<file path="config.mk">
export PLATFORM = sky130hd
export DESIGN_NAME = tx_initiated_point_test_initiator
export DESIGN_NICKNAME = d
export VERILOG_FILES = /design/src/rtl/tx_initiated_point_test_initiator.sv
export SDC_FILE = /design/constraint.sdc
export NUM_CORES = 1
export LEC_CHECK = 0
export ABC_CLOCK_PERIOD_IN_PS = 3900
export BUFFER_PORTS_ARGS = -buffer_cell sky130_fd_sc_hd__buf_2
export CAP_MARGIN = 20
export CORE_UTILIZATION = 45
export DETAILED_ROUTE_END_ITERATION = 7
export HOLD_SLACK_MARGIN = 0.15
export PLACE_DENSITY = 0.83
export SYNTH_ARGS = -nofsm -noshare
export SYNTH_HDL_FRONTEND = slang
export SYNTH_SLANG_ARGS = --single-unit
</file>
<file path="constraint.sdc">
create_clock -name i_clk -period 3.9 [get_ports i_clk]
set_clock_uncertainty 0.1 [all_clocks]
set_input_delay 0.585 -clock i_clk [delete_from_list [all_inputs] [get_ports i_clk]]
set_output_delay 0.585 -clock i_clk [all_outputs]
set_load 0.005 [all_outputs]
</file>
<file path="src/rtl/tx_initiated_point_test_initiator.sv">
// Transmitter-initiated point test initiator: runs the sideband start/clear/result/end
// exchange around one mainband LFSR burst and captures the partner's comparison results.
module tx_initiated_point_test_initiator #(
    parameter int SB_MSG_WIDTH   = 4,
    parameter int TIMEOUT_CYCLES = 8000
) (
    input  logic                    i_clk,
    input  logic                    i_rst,
    input  logic                    i_tx_d2c_pt_en,
    input  logic                    i_datavref_or_valvref,
    input  logic [1:0]              i_clock_phase,
    input  logic                    i_burst_count,
    input  logic                    i_comparison_mode,
    input  logic                    i_pattern_finished,
    input  logic                    i_SB_Busy,
    input  logic                    i_rx_msg_valid,
    input  logic [SB_MSG_WIDTH-1:0] i_decoded_SB_msg,
    input  logic [15:0]             i_rx_data_bus,
    output logic [SB_MSG_WIDTH-1:0] o_encoded_SB_msg,
    output logic                    o_tx_msg_valid,
    output logic                    o_tx_data_valid,
    output logic [15:0]             o_tx_data_bus,
    output logic [1:0]              o_mainband_pattern_generator_cw,
    output logic                    o_val_pattern_en,
    output logic [15:0]             o_comparison_result,
    output logic                    o_tx_d2c_pt_done,
    output logic                    o_timeout_err
);

    localparam int CNT_W = (TIMEOUT_CYCLES > 1) ? $clog2(TIMEOUT_CYCLES) : 1;
    localparam logic [CNT_W-1:0] CNT_LIMIT = CNT_W'(TIMEOUT_CYCLES - 1);

    localparam logic [SB_MSG_WIDTH-1:0] MSG_NONE        = SB_MSG_WIDTH'(0);
    localparam logic [SB_MSG_WIDTH-1:0] MSG_START_REQ   = SB_MSG_WIDTH'(1);
    localparam logic [SB_MSG_WIDTH-1:0] MSG_START_RESP  = SB_MSG_WIDTH'(2);
    localparam logic [SB_MSG_WIDTH-1:0] MSG_CLR_REQ     = SB_MSG_WIDTH'(3);
    localparam logic [SB_MSG_WIDTH-1:0] MSG_CLR_RESP    = SB_MSG_WIDTH'(4);
    localparam logic [SB_MSG_WIDTH-1:0] MSG_RESULT_REQ  = SB_MSG_WIDTH'(5);
    localparam logic [SB_MSG_WIDTH-1:0] MSG_RESULT_RESP = SB_MSG_WIDTH'(6);
    localparam logic [SB_MSG_WIDTH-1:0] MSG_END_REQ     = SB_MSG_WIDTH'(7);
    localparam logic [SB_MSG_WIDTH-1:0] MSG_END_RESP    = SB_MSG_WIDTH'(8);

    localparam logic [1:0] CW_IDLE      = 2'b00;
    localparam logic [1:0] CW_CLEAR_LFSR = 2'b01;
    localparam logic [1:0] CW_LFSR      = 2'b10;

    typedef enum logic [3:0] {
        ST_IDLE        = 4'd0,
        ST_START_REQ   = 4'd1,
        ST_WAIT_START  = 4'd2,
        ST_CLR_REQ     = 4'd3,
        ST_WAIT_CLR    = 4'd4,
        ST_PAT_CLR     = 4'd5,
        ST_PAT_RUN     = 4'd6,
        ST_RESULT_REQ  = 4'd7,
        ST_WAIT_RESULT = 4'd8,
        ST_END_REQ     = 4'd9,
        ST_WAIT_END    = 4'd10,
        ST_DONE        = 4'd11,
        ST_ERR         = 4'd12
    } state_t;

    state_t                    state_q;
    state_t                    state_d;
    logic                      busy_q;
    logic                      busy_fall;
    logic [CNT_W-1:0]          timer_q;
    logic                      timeout_hit;
    logic [SB_MSG_WIDTH-1:0]   exp_resp;
    logic                      resp_hit;
    logic                      wait_entry;
    logic                      start_entry;
    logic [15:0]               tx_data_q;
    logic [15:0]               result_q;

    logic [SB_MSG_WIDTH-1:0]   enc_msg;
    logic                      tx_msg_valid;
    logic                      tx_data_valid;
    logic [1:0]                pat_cw;
    logic                      val_pat_en;
    logic                      pt_done;
    logic                      timeout_err;

    function automatic logic is_wait(input state_t s);
        return (s == ST_WAIT_START) || (s == ST_WAIT_CLR) ||
               (s == ST_WAIT_RESULT) || (s == ST_WAIT_END);
    endfunction

    // Request handshake: a *_REQ state holds valid with its code until the sideband
    // signals acceptance by a busy high->low transition; only then does the FSM move on.
    assign busy_fall   = busy_q & ~i_SB_Busy;
    assign timeout_hit = (timer_q == CNT_LIMIT);
    assign resp_hit    = i_rx_msg_valid && (i_decoded_SB_msg == exp_resp);
    assign wait_entry  = is_wait(state_d) && (state_d != state_q);
    assign start_entry = (state_d == ST_START_REQ) && (state_q != ST_START_REQ);

    always_comb begin
        exp_resp = MSG_NONE;
        case (state_q)
            ST_WAIT_START:  exp_resp = MSG_START_RESP;
            ST_WAIT_CLR:    exp_resp = MSG_CLR_RESP;
            ST_WAIT_RESULT: exp_resp = MSG_RESULT_RESP;
            ST_WAIT_END:    exp_resp = MSG_END_RESP;
            default:        exp_resp = MSG_NONE;
        endcase
    end

    always_ff @(posedge i_clk) begin
        if (i_rst) begin
            state_q <= ST_IDLE;
            busy_q  <= 1'b0;
        end else begin
            state_q <= state_d;
            busy_q  <= i_SB_Busy;
        end
    end

    // Disable wins over everything; a matching response wins over the timeout.
    always_comb begin
        state_d = state_q;
        if (!i_tx_d2c_pt_en) begin
            state_d = ST_IDLE;
        end else begin
            case (state_q)
                ST_IDLE:        state_d = ST_START_REQ;
                ST_START_REQ:   if (busy_fall) state_d = ST_WAIT_START;
                ST_WAIT_START: begin
                    if (resp_hit)         state_d = ST_CLR_REQ;
                    else if (timeout_hit) state_d = ST_ERR;
                end
                ST_CLR_REQ:     if (busy_fall) state_d = ST_WAIT_CLR;
                ST_WAIT_CLR: begin
                    if (resp_hit)         state_d = ST_PAT_CLR;
                    else if (timeout_hit) state_d = ST_ERR;
                end
                ST_PAT_CLR:     state_d = ST_PAT_RUN;
                ST_PAT_RUN:     if (i_pattern_finished) state_d = ST_RESULT_REQ;
                ST_RESULT_REQ:  if (busy_fall) state_d = ST_WAIT_RESULT;
                ST_WAIT_RESULT: begin
                    if (resp_hit)         state_d = ST_END_REQ;
                    else if (timeout_hit) state_d = ST_ERR;
                end
                ST_END_REQ:     if (busy_fall) state_d = ST_WAIT_END;
                ST_WAIT_END: begin
                    if (resp_hit)         state_d = ST_DONE;
                    else if (timeout_hit) state_d = ST_ERR;
                end
                ST_DONE:        state_d = ST_DONE;
                ST_ERR:         state_d = ST_ERR;
                default:        state_d = ST_IDLE;
            endcase
        end
    end

    always_comb begin
        enc_msg       = MSG_NONE;
        tx_msg_valid  = 1'b0;
        tx_data_valid = 1'b0;
        pat_cw        = CW_IDLE;
        val_pat_en    = 1'b0;
        pt_done       = 1'b0;
        timeout_err   = 1'b0;
        case (state_q)
            ST_START_REQ: begin
                enc_msg       = MSG_START_REQ;
                tx_msg_valid  = 1'b1;
                tx_data_valid = 1'b1;
            end
            ST_CLR_REQ: begin
                enc_msg      = MSG_CLR_REQ;
                tx_msg_valid = 1'b1;
            end
            ST_RESULT_REQ: begin
                enc_msg      = MSG_RESULT_REQ;
                tx_msg_valid = 1'b1;
            end
            ST_END_REQ: begin
                enc_msg      = MSG_END_REQ;
                tx_msg_valid = 1'b1;
            end
            ST_PAT_CLR: begin
                pat_cw     = CW_CLEAR_LFSR;
                val_pat_en = i_datavref_or_valvref;
            end
            ST_PAT_RUN: begin
                pat_cw     = CW_LFSR;
                val_pat_en = i_datavref_or_valvref;
            end
            ST_DONE: pt_done     = 1'b1;
            ST_ERR:  timeout_err = 1'b1;
            default: ;
        endcase
    end

    // Saturating at the limit keeps the compare stable even if the state lingers.
    always_ff @(posedge i_clk) begin
        if (i_rst) begin
            timer_q <= '0;
        end else if (wait_entry) begin
            timer_q <= '0;
        end else if (is_wait(state_q) && !timeout_hit) begin
            timer_q <= timer_q + CNT_W'(1);
        end
    end

    always_ff @(posedge i_clk) begin
        if (i_rst) begin
            tx_data_q <= '0;
        end else if (start_entry) begin
            tx_data_q <= {11'b0, i_comparison_mode, i_burst_count, i_clock_phase, 1'b0};
        end
    end

    always_ff @(posedge i_clk) begin
        if (i_rst) begin
            result_q <= '0;
        end else if (start_entry) begin
            result_q <= '0;
        end else if ((state_q == ST_WAIT_RESULT) && i_tx_d2c_pt_en && resp_hit) begin
            result_q <= i_rx_data_bus;
        end
    end

    assign o_encoded_SB_msg                = enc_msg;
    assign o_tx_msg_valid                  = tx_msg_valid;
    assign o_tx_data_valid                 = tx_data_valid;
    assign o_tx_data_bus                   = tx_data_q;
    assign o_mainband_pattern_generator_cw = pat_cw;
    assign o_val_pattern_en                = val_pat_en;
    assign o_comparison_result             = result_q;
    assign o_tx_d2c_pt_done                = pt_done;
    assign o_timeout_err                   = timeout_err;

endmodule

</file>
== Word-level counts from Yosys, hierarchy flattened ==
Index checks and enable logic that the tools add are counted.

* Div/mod/pow operators: 0
* $lt $le $gt $ge: 0
* Add/sub/neg operators: 1
* Shift operators: 0
* Reduce and logical (&&, ||, !) cells: 18
* Bitwise gates (word level): 2
* Multiply operators: 0
* Equal/unequal tests: 21
* Multiplexer cells: 20

{| class="wikitable"
|+ Operators with widths
! cell !! number
|-
| 4-bit one-hot mux with 13 select lines || 1
|-
| 4-bit two-way mux || 11
|-
| 4-bit equality test (second input constant) || 7
|-
| 4-bit by 3-bit equality test with 1-bit output (second input constant) || 5
|-
| 4-bit one-hot mux with 4 select lines || 1
|-
| 13-bit by 1-bit adder with 13-bit output (second input constant) || 1
|-
| 13-bit equality test (second input constant) || 1
|-
| 4-bit by 2-bit equality test with 1-bit output (second input constant) || 3
|-
| 3-bit one-hot mux with 4 select lines || 1
|-
| 4-bit by 1-bit equality test with 1-bit output (second input constant) || 2
|-
| 1-bit logical AND || 6
|-
| 1-bit logical OR || 6
|-
| 2-bit OR reduction || 3
|-
| 1-bit two-way mux || 5
|-
| 4-bit equality test || 1
|-
| 4-bit logical NOT || 1
|-
| 4-bit by 1-bit != test with 1-bit output (second input constant) || 1
|-
| 4-bit != test || 1
|-
| 2-bit one-hot mux with 2 select lines || 1
|-
| 4-bit OR reduction || 1
|-
| 1-bit AND || 1
|-
| 1-bit logical NOT || 1
|-
| 1-bit inverter || 1
|}

* Output and inout bits: 43
* Memories kept: 0
* ROM bits: 0
* Flip-flop bits (word level): 38
* Latch bits: 0
* Memory bits (writable): 0

== Logic depth before layout (Yosys ltp) ==
Gate-level depths: netlist (run 1).

* Word-level depth: 13
* Depth in mapped cells: 10
* Depth with buffers taken out: 8

== Worst setup path before layout (run 1) ==
OpenSTA, ideal clock, no wires.

* Path type: input -> register
* Start: input i_decoded_SB_msg[3]
* End: register result_q[0], in the netlist o_comparison_result[0]
* Slack: 1.502 ns
* Data required time: 3.686 ns
* Arrival time: 2.184 ns
* Buffers on the path: 1
* Setup time: 0.114 ns
* Stages on the path: 8
* Cell sequence: and3_1 > or4_4 > nand3_4 > o22ai_1 > a21o_1 > o31ai_4 > buf_6 > nor2_1

* Longest elaborated chain between the ends: 8
* Elaborated cells on any way between the ends: 12
* Classes of those cells: eq/ne: 2; mux: 6; reduce/logical: 4

{| class="wikitable"
|+ RTL lines
! what !! line !! source
|-
| from (decl) || 17 || <nowiki>input logic [SB_MSG_WIDTH-1:0] i_decoded_SB_msg,</nowiki>
|-
| 4-bit equality test (*) || 93 || <nowiki>assign resp_hit = i_rx_msg_valid && (i_decoded_SB_msg == exp_resp);</nowiki>
|-
| 1-bit logical AND (*) || 93 ||
|-
| 4-bit two-way mux (on tied branches) || - ||
|-
| 4-bit one-hot mux with 13 select lines || 124 || <nowiki>case (state_q)</nowiki>
|-
| 4-bit two-way mux || 121 || <nowiki>if (!i_tx_d2c_pt_en) begin</nowiki>
|-
| 4-bit by 1-bit equality test with 1-bit output || 95 || <nowiki>assign start_entry = (state_d == ST_START_REQ) && (state_q != ST_START_REQ);</nowiki>
|-
| 1-bit logical AND || 95 ||
|-
| 2-bit OR reduction (no source line) || - ||
|-
| to (signal assigned) || 220 || <nowiki>result_q <= i_rx_data_bus;</nowiki>
|-
| to (decl) || 74 || <nowiki>logic [15:0] result_q;</nowiki>
|}

Mark *: on every way between the ends. The rest lies on a longest branch, timed or not.
A chain may end at the register's enable or synchronous reset.

== Worst setup path after layout (run 1) ==
* Start: register state_q[1]
* End: register result_q[3], in the netlist o_comparison_result[3]

* Longest elaborated chain between the ends: 10
* Elaborated cells on any way between the ends: 34
* Classes of those cells: eq/ne: 15; mux: 13; reduce/logical: 6

{| class="wikitable"
|+ RTL lines
! what !! line !! source
|-
| from (decl) || 63 || <nowiki>state_t state_q;</nowiki>
|-
| from (signal assigned) || 113 || <nowiki>state_q <= state_d;</nowiki>
|-
| 4-bit equality test (tied with other cells) || 99, 124 ||
|-
| 4-bit one-hot mux with 4 select lines || 99 || <nowiki>case (state_q)</nowiki>
|-
| 4-bit equality test || 93 ||
|-
| 1-bit logical AND || 93 ||
|-
| 4-bit two-way mux (on tied branches) || - ||
|-
| 4-bit one-hot mux with 13 select lines || 124 ||
|-
| 4-bit two-way mux || 121 ||
|-
| 4-bit by 1-bit equality test with 1-bit output || 95 ||
|-
| 1-bit logical AND || 95 ||
|-
| 2-bit OR reduction (no source line) || - ||
|}

Several ways; a longest one is shown, not always the timed one.

==> run_results.csv, run 1 <==
group,metric,value,unit
power_and_ir_drop,power_per_cell_area,323,nW/µm²
timing,maxSlewViolCount,0,
timing,worst_case_headroom_to_the_max_slew_limit,0.469,
floorplan,core-area,4820,µm²
synth,ys_seq_area_frac,0.332,
worst_setup_path,worst-endpoint-required,3.96,ns
final_layout,fill_cells,445,
final_layout,antenna_cells_inserted,0,
timing,period_needed,3.01,ns
timing,clock.fmax,332,MHz
grt,first_global_vias,1841,
drt,detail_route.wirelength,4.88,mm
final_layout,area_delta_synth_final,17.8,%
power_and_ir_drop,ir_worst_vdd,0.436,mV
timing,final-hold-violation-count,0,
floorplan,pin_count,74,
cts,holdBufCountCts,0,
drt,firstDrtPassIters,4,
grt,grt_antenna_before_repair,0,
timing,timing.final.ws_setup,0.887,ns
synth,synth.top_cell.area_share,0.332,
synth,netlist_instances,268,
cts,cts.repair.resized,0,
final_layout,multiInputGateArea,1370,µm²
power_and_ir_drop,power.total,0.000870,W
cts,clk_transition_reported_paths,0.08,ns
final_layout,sequential_cell_area,761,µm²
synth,async_sr_flop_fraction,0,
cts,cts_tree,"done",
synth,synth-seq-cells,38,
drt,antenna_violating_nets_post_route,0,
cts,ctsLongestPathBuffers,2,
floorplan,initial_utilization,0.475,
cts,tritoncts_num_sinks,38,
synth,syn-mean-instance-area,8.54,µm²
synth,yosysWarnings,0,
cts,clk-insertion-delay-late,0.29,ns
place,standard_cell_area_after_detailed_placement,2560,µm²
synth,synth-edff-count,0,
cts,clock-root-buffer,"sky130_fd_sc_hd__clkbuf_8",
floorplan,num_rows,25,
drt,route.detailed.vias_per_inst,5.43,
power_and_ir_drop,leakage,1.07,nW
synth,ys_dominant_reg_cell,"sky130_fd_sc_hd__dfxtp_1",
grt,grt_max_degree,27,
final_layout,design.final.nets,354,
hold_path,min_path_type,"register to register",
cts,ctsHtreeMaxLevel,2,
place,dpl_worst_slack,0.915,ns
cts,cts_made_buffers,5,
floorplan,die_h,73.3,µm
cts,post_cts_buffers,0,
final_layout,utilization,0.560,
synth,yosys.area.top_type,"sky130_fd_sc_hd__dfxtp_1",
place,numPortBuffers,60,
timing,fin_setup_tns,0,ns
timing,timing_worst_slew_pin_value,0.796,ns
timing,rsz0062_at_grt,"false",
final_layout,finish.instance_area,2700,µm²
status,status,"complete, no violations",
final_layout,post_route_cells_drive_above_1_share,0.263,
drt,wl_per_cell,12.5,µm
floorplan,dieArea,5370,µm²
synth,synth_area,2290,µm²
synth,synth.top_cells.by_area,"sky130_fd_sc_hd__dfxtp_1, sky130_fd_sc_hd__mux2i_1, sky130_fd_sc_hd__nor2_1",
place,finalWeightedCongestion,0.902,
grt,grt_overflow,0,
grt,grt_first_pass_wirelength,8.07,mm
worst_setup_path,critical_path_peak_fanout,25,
floorplan,chipWidth,73.3,µm
synth,synth_cell_types,56,
drt,drc,0,
timing,period_share,0.773,
place,detailed_place_hpwl,3.52,mm
worst_setup_path,worstSetupStartpointType,"register",
worst_setup_path,cp.arrival,3.07,ns
worst_setup_path,path_class,"register to register",
drt,dr.first_iter.drc_count,231,
worst_setup_path,type_of_destination_of_the_critical_path,"register",
drt,detailroute.via_count,2116,
timing,finalSetupViolations,0,
job,max-cap-violations,0,
grt,grt.total_usage,0.193,
## final cells by class
class,count,area share
sequential,38,0.282
timing repair buffer,64,0.123
tap,67,0.0311
multi-input combinational,208,0.506
clock buffer,5,0.0255
inverter,5,0.00696
clock inverter,3,0.0255
## logic make-up (layout without fill, tap and decap cells)
group / Yosys count / count (layout) / synth area share
compound gates: 58 / 58 / 0.176
buf+inv: 34 / 77 / 0.0908
other cells: 1 / 13 / 0.00164
xor+xnor: 15 / 15 / 0.0574
simple gates: 100 / 100 / 0.244
flops: 38 / 38 / 0.332
mux: 21 / 21 / 0.0919
fa+ha+maj: 1 / 1 / 0.00547
## path summary, 6_finish.rpt
| path | startpoint | end | slack, ns | cells past startpoint |
|---|---|---|---|---|
| hold reg to reg | o_tx_data_bus[4] | o_tx_data_bus[4] | 0.36 | 2 |
| hold / removal | o_tx_data_bus[4] | o_tx_data_bus[4] | 0.36 | 2 |
| setup reg to reg | state_q[1] | o_comparison_result[3] | 0.89 | 7 |
| setup / recovery | state_q[1] | o_comparison_result[3] | 0.89 | 7 |
## stage by stage
step,hold slack [ns],std cells
after CTS,0.365,390
final,0.361,390
after global routing,0.391,390
after floorplan,0.351,280
after detailed placement,0.355,382
after global placement,0.343,382
## report_power, final
part / total (W) / internal (W) / switching [W]
sequential: 0.000398 / 0.000392 / 0.00000611
combinational: 0.0000724 / 0.0000315 / 0.0000410
clock: 0.000399 / 0.000256 / 0.000143
total: 0.000870 / 0.000680 / 0.000190
## critical path: stages, from the launching register on
cell                      delay [ns]
sky130_fd_sc_hd__dfxtp_1        0.83
sky130_fd_sc_hd__nor2_1         0.20
sky130_fd_sc_hd__or4_4          0.57
sky130_fd_sc_hd__nand3_4        0.11
sky130_fd_sc_hd__o22ai_1        0.10
sky130_fd_sc_hd__a21o_1         0.28
sky130_fd_sc_hd__o31ai_4        0.59
sky130_fd_sc_hd__nor2_1         0.11
## synth_stat cells, types with 5 or more instances
master / count
sky130_fd_sc_hd__nand3_1: 6
sky130_fd_sc_hd__xnor2_1: 6
sky130_fd_sc_hd__nor2b_1: 5
sky130_fd_sc_hd__nand2_1: 23
sky130_fd_sc_hd__o21ai_0: 9
sky130_fd_sc_hd__clkbuf_1: 8
sky130_fd_sc_hd__buf_4: 14
sky130_fd_sc_hd__nor3_1: 6
sky130_fd_sc_hd__a31oi_1: 15
sky130_fd_sc_hd__dfxtp_1: 38
sky130_fd_sc_hd__xor2_1: 9
sky130_fd_sc_hd__nor2_1: 29
sky130_fd_sc_hd__mux2i_1: 21
sky130_fd_sc_hd__a21oi_1: 7
## metal layers
| metal | routed length (µm) | global-route usage | up-vias |
|---|---|---|---|
| li1 | - | - | 1044 |
| met1 | 2160 | 0.254 | 955 |
| met2 | 2180 | 0.298 | 109 |
| met3 | 450 | 0.0535 | 8 |
| met4 | 85 | 0.0791 | 0 |
| met5 | 0 | 0 | - |
## cells in the final DEF, fill, tap and decap left out, types with 2 or more instances in the layout
cell	netlist	final
sky130_fd_sc_hd__a211oi_1	2	2
sky130_fd_sc_hd__a21boi_0	2	2
sky130_fd_sc_hd__a21o_1	2	2
sky130_fd_sc_hd__a21oi_1	7	7
sky130_fd_sc_hd__a31oi_1	15	15
sky130_fd_sc_hd__and3_1	2	2
sky130_fd_sc_hd__and4_1	3	3
sky130_fd_sc_hd__buf_2	4	60
sky130_fd_sc_hd__buf_4	14	4
sky130_fd_sc_hd__bufinv_16	0	2
sky130_fd_sc_hd__clkbuf_8	0	5
sky130_fd_sc_hd__conb_1	1	13
sky130_fd_sc_hd__dfxtp_1	38	38
sky130_fd_sc_hd__inv_1	4	4
sky130_fd_sc_hd__mux2i_1	21	21
sky130_fd_sc_hd__nand2_1	23	23
sky130_fd_sc_hd__nand2b_1	4	4
sky130_fd_sc_hd__nand3_1	6	6
sky130_fd_sc_hd__nand4_1	4	4
sky130_fd_sc_hd__nor2_1	29	29
sky130_fd_sc_hd__nor2b_1	5	5
sky130_fd_sc_hd__nor3_1	6	6
sky130_fd_sc_hd__nor3b_1	4	4
sky130_fd_sc_hd__o211ai_1	2	2
sky130_fd_sc_hd__o21a_1	2	2
sky130_fd_sc_hd__o21ai_0	9	9
sky130_fd_sc_hd__o21ai_1	3	3
sky130_fd_sc_hd__o22ai_1	2	2
sky130_fd_sc_hd__or3b_2	3	3
sky130_fd_sc_hd__xnor2_1	6	6
sky130_fd_sc_hd__xor2_1	9	9
## registers in the layout, indices dropped and copies added (netlist names)
name                 cells
timer_q                 13
o_comparison_result     16
state_q                  4
busy_q                   1
o_tx_data_bus            4
No activity file was read; power rests on OpenSTA's default activity.
==> run 2, diff against run 1 <==
- ABC_CLOCK_PERIOD_IN_PS: 3900 -> 2600
- PLACE_DENSITY: 0.83 -> 0.86
- clock period: 3.9 -> 2.6 ns (I/O delays scaled with it)
==> run_results.csv, run 2 (same netlist as run 1, synthesis figures left out) <==
group,metric,value,unit
final_layout,utilization,0.598,
drt,route.detailed.vias_per_inst,5.22,
hold_path,min_path_type,"primary input to register",
place,numPlacedInstances,400,
floorplan,initial_utilization,0.475,
drt,firstDrtPassIters,4,
final_layout,finish.instance_area,2880,µm²
worst_setup_path,cp.arrival,2.63,ns
worst_setup_path,cp_slowest_stage_delay,0.50,ns
timing,clock.fmax,397,MHz
place,finalWeightedCongestion,0.956,
floorplan,core-area,4820,µm²
power_and_ir_drop,leakage,1.18,nW
timing,maxSlewViolCount,0,
final_layout,design.final.nets,372,
timing,finalSetupViolations,0,
final_layout,mostFrequentLayoutCell,"sky130_fd_sc_hd__buf_2",
drt,drc,0,
floorplan,dieArea,5370,µm²
grt,grt_antenna_before_repair,0,
worst_setup_path,worst-endpoint-required,2.71,ns
place,detailed_place_hpwl,3.77,mm
timing,period_needed,2.52,ns
cts,clk-insertion-delay-late,0.29,ns
floorplan,die_h,73.3,µm
grt,grt.total_usage,0.203,
cts,cts_made_buffers,5,
drt,detailroute.via_count,2129,
final_layout,layout_common_cells,"sky130_fd_sc_hd__buf_2, sky130_fd_sc_hd__dfxtp_1, sky130_fd_sc_hd__nor2_1",
worst_setup_path,timing.critical_path.cells,"or2_1 > or4_4 > nand3_4 > buf_4 > o21a_1 > nand4_2 > nor3_4 > mux2i_1",
cts,tritoncts_num_sinks,38,
cts,ctsLongestPathBuffers,2,
timing,timing.final.ws_setup,0.0790,ns
drt,detail_route.wirelength,5.07,mm
timing,final-hold-violation-count,0,
power_and_ir_drop,power.total,0.00131,W
worst_setup_path,worstSetupStartpointType,"register",
grt,grt_max_degree,21,
floorplan,pin_count,74,
worst_setup_path,critPathLaunch,"state_q[2]",
cts,cts_tree,"done",
drt,wl_per_cell,12.4,µm
grt,grt_first_pass_wirelength,8.58,mm
final_layout,antenna_cells_inserted,0,
worst_setup_path,worst_r2r_startpoint,"state_q[2]",
place,numPortBuffers,60,
cts,ctsHtreeMaxLevel,2,
power_and_ir_drop,ir_worst_vdd,0.473,mV
timing,rsz0062_at_grt,"true",
grt,grt_overflow,0,
final_layout,area_delta_synth_final,25.9,%
floorplan,chipWidth,73.3,µm
cts,clock-root-buffer,"sky130_fd_sc_hd__clkbuf_8",
worst_setup_path,type_of_destination_of_the_critical_path,"register",
grt,first_global_vias,1902,
drt,dr.first_iter.drc_count,98,
timing,timing_worst_slew_pin_value,0.628,ns
power_and_ir_drop,power_per_cell_area,455,nW/µm²
place,dpl_worst_slack,0.00217,ns
drt,antenna_violating_nets_post_route,0,
final_layout,layout.cells.non_filler,408,
final_layout,largest_reg_flops,16,
job,max-cap-violations,0,
place,standard_cell_area_after_detailed_placement,2730,µm²
final_layout,fill_cells,421,
cts,post_cts_buffers,0,
timing,period_share,0.970,
final_layout,post_route_cells_drive_above_1_share,0.308,
status,status,"complete, no violations",
floorplan,num_rows,25,
worst_setup_path,path_class,"register to register",
cts,clk_transition_reported_paths,0.08,ns
worst_setup_path,critical_path_peak_fanout,5,
worst_setup_path,cp_max_delay_cell,"sky130_fd_sc_hd__or4_4",
timing,worst_case_headroom_to_the_max_slew_limit,0.571,
hold_path,hold_start,"i_rx_data_bus[13]",
[run 2: cell type report]
| class | count | area, µm² | share of cell area |
|---|---|---|---|
| multi-input cells | 208 | 1380 | 0.477 |
| repair buffers | 82 | 503 | 0.175 |
| inverters | 5 | 18.8 | 0.00652 |
| flip-flops and latches | 38 | 762 | 0.265 |
| well taps | 67 | 83.8 | 0.0291 |
| clock inverters | 3 | 68.8 | 0.0239 |
| clock buffers | 5 | 68.8 | 0.0239 |
[run 2: power breakdown]
group	leakage [nW]	switching (W)	internal, W
Sequential	0.308	0.00000374	0.000588
Clock	0.0683	0.000206	0.000384
Combinational	0.803	0.0000702	0.0000584
[run 2: critical path: cells and delay by family, from the launching register on]
kind / cells / cell delay, ns
buffers and inverters: 1 / 0.14
AOI/OAI and AO/OA: 1 / 0.20
DFF: 1 / 0.36
and+or+nand+nor: 5 / 1.39
muxes: 1 / 0.25
[run 2: per-layer routing]
layer	GRT usage	vias to the layer above	share of wire	wire length [µm]
met3	0.0302	4	0.065	328
met4	0.0748	0	0.010	51
met5	0	-	0	0
li1	-	1080	-	-
met1	0.276	964	0.46	2320
met2	0.327	81	0.47	2380
[run 2: metrics by stage]
step                hold WS, ns  TNS [ns]
global placement          0.341         0
finish                    0.236         0
detailed placement        0.344         0
global route              0.238   -0.0143
floorplan                 0.351         0
CTS                       0.231         0
[run 2: path summary, 6_finish.rpt]
kind | endpoint | slack (ns) | cells after the start
worst max register to register | o_tx_data_bus[1] | 0.08 | 8
worst min register to register | o_tx_data_bus[4] | 0.36 | 2
worst min-delay path | o_comparison_result[13] | 0.24 | 3
worst max-delay path | o_tx_data_bus[1] | 0.08 | 8
[run 2: timing repair]
item	in CTS	in global routing
gates resized for setup	1	2
setup endpoints to repair	3	13
hold buffers	0	0
pin swaps	0	1
==> run 3, diff against run 2 <==
- CORE_ASPECT_RATIO: unset -> 0.7
==> run_results.csv, run 3 (same netlist as run 1, synthesis figures left out) <==
group,metric,value,unit
final_layout,mostFrequentLayoutCell,"sky130_fd_sc_hd__buf_2",
cts,cts_tree,"done",
timing,fin_setup_tns,0,ns
floorplan,dieArea,5380,µm²
drt,drc,0,
drt,detail_route.wirelength,5.42,mm
worst_setup_path,cp.arrival,2.59,ns
cts,post_cts_buffers,0,
timing,worst_case_headroom_to_the_max_slew_limit,0.627,
floorplan,die_h,61.7,µm
hold_path,min_path_type,"primary input to register",
drt,dr.first_iter.drc_count,148,
cts,ctsHtreeMaxLevel,2,
grt,first_global_vias,1850,
floorplan,pin_count,74,
status,status,"complete, no violations",
drt,firstDrtPassIters,4,
power_and_ir_drop,power_per_cell_area,456,nW/µm²
place,finalWeightedCongestion,0.945,
job,max-cap-violations,0,
timing,holdWs,0.238,ns
power_and_ir_drop,leakage,1.18,nW
timing,clock.fmax,405,MHz
power_and_ir_drop,ir_worst_vdd,0.360,mV
timing,finalSetupViolations,0,
worst_setup_path,type_of_destination_of_the_critical_path,"register",
cts,clk-insertion-delay-late,0.29,ns
cts,holdBufCountCts,0,
grt,grt_antenna_before_repair,0,
worst_setup_path,worstSetupStartpointType,"register",
final_layout,sequential_cell_area,762,µm²
final_layout,layout_common_cells,"sky130_fd_sc_hd__buf_2, sky130_fd_sc_hd__dfxtp_1, sky130_fd_sc_hd__nor2_1",
floorplan,initial_utilization,0.473,
place,numPlacedInstances,402,
timing,timing_worst_slew_pin_value,0.556,ns
drt,antenna_violating_nets_post_route,0,
final_layout,post_route_cells_drive_above_1_share,0.320,
floorplan,chipWidth,87.2,µm
final_layout,layout.cells.non_filler,410,
floorplan,core-area,4830,µm²
timing,rsz0062_at_grt,"true",
place,numPortBuffers,60,
final_layout,multiInputGateArea,1410,µm²
cts,cts_made_buffers,5,
place,dpl_worst_slack,-0.0801,ns
drt,wl_per_cell,13.2,µm
timing,maxSlewViolCount,0,
timing,final-hold-violation-count,0,
grt,grt_first_pass_wirelength,8.40,mm
grt,grt_overflow,0,
grt,grt.total_usage,0.205,
cts,clk_transition_reported_paths,0.08,ns
floorplan,num_rows,21,
final_layout,largest_reg_flops,16,
cts,clock-root-buffer,"sky130_fd_sc_hd__clkbuf_8",
worst_setup_path,path_class,"register to register",
drt,route.detailed.vias_per_inst,5.26,
final_layout,design.final.nets,372,
cts,tritoncts_num_sinks,38,
timing,period_share,0.950,
final_layout,antenna_cells_inserted,0,
timing,timing.final.ws_setup,0.129,ns
place,detailed_place_hpwl,4.00,mm
cts,ctsLongestPathBuffers,2,
final_layout,fill_cells,412,
drt,detailroute.via_count,2156,
final_layout,area_delta_synth_final,27.1,%
grt,grt_max_degree,22,
timing,period_needed,2.47,ns
worst_setup_path,worst-endpoint-required,2.72,ns
worst_setup_path,critical_path_peak_fanout,13,
## run 3: metrics by stage
stage	area, µm²	total power (W)	util
CTS	2860	0.00133	0.592
finish	2910	0.00133	0.602
global placement	2720	0.000728	0.563
detailed placement	2720	0.000732	0.563
floorplan	2330	0.000692	-
global route	2910	0.00137	0.602
## run 3: where the power goes
part | switching (W) | leakage [nW] | internal, W | total [W]
clock | 0.000216 | 0.0683 | 0.000384 | 0.000601
sequential | 0.00000418 | 0.308 | 0.000588 | 0.000592
combinational | 0.0000735 | 0.806 | 0.0000594 | 0.000133
## run 3: path summary, 6_finish.rpt
| kind | cells past startpoint | end | slack, ns | start |
|---|---|---|---|---|
| hold / removal | 3 | o_comparison_result[15] | 0.24 | i_rx_data_bus[15] |
| setup reg to reg | 8 | timer_q[1] | 0.13 | state_q[3] |
| hold reg to reg | 2 | o_tx_data_bus[3] | 0.36 | o_tx_data_bus[3] |
| setup / recovery | 8 | timer_q[1] | 0.13 | state_q[3] |
## run 3: critical path: stages (launching register included)
cell and delay, ns:
sky130_fd_sc_hd__dfxtp_1 0.50, sky130_fd_sc_hd__buf_4 0.23, sky130_fd_sc_hd__or3b_2 0.45, sky130_fd_sc_hd__o2111ai_1 0.15, sky130_fd_sc_hd__o21ai_0 0.13, sky130_fd_sc_hd__o21a_2 0.17, sky130_fd_sc_hd__a21oi_1 0.28, sky130_fd_sc_hd__o21ai_4 0.18
sky130_fd_sc_hd__a31oi_1 0.21
## run 3: layout make-up
type	count	share of cell area
Multi-Input combinational cell	208	0.486
Sequential cell	38	0.262
Timing Repair Buffer	82	0.169
Tap cell	69	0.0297
Clock buffer	5	0.0237
Clock inverter	3	0.0237
Inverter	5	0.00645
## run 3: routing by layer
layer | share of wire | routed length [µm] | GRT usage
met2 | 0.45 | 2410 | 0.324
met3 | 0.065 | 355 | 0.0523
met4 | 0.0031 | 17 | 0.0492
met5 | 0 | 0 | 0
met1 | 0.49 | 2640 | 0.285
## run 3: what timing repair did
item / in CTS / in global routing
resized for setup: 1 / 8
pin swaps: 0 / 2
setup endpoints to repair: 13 / 30
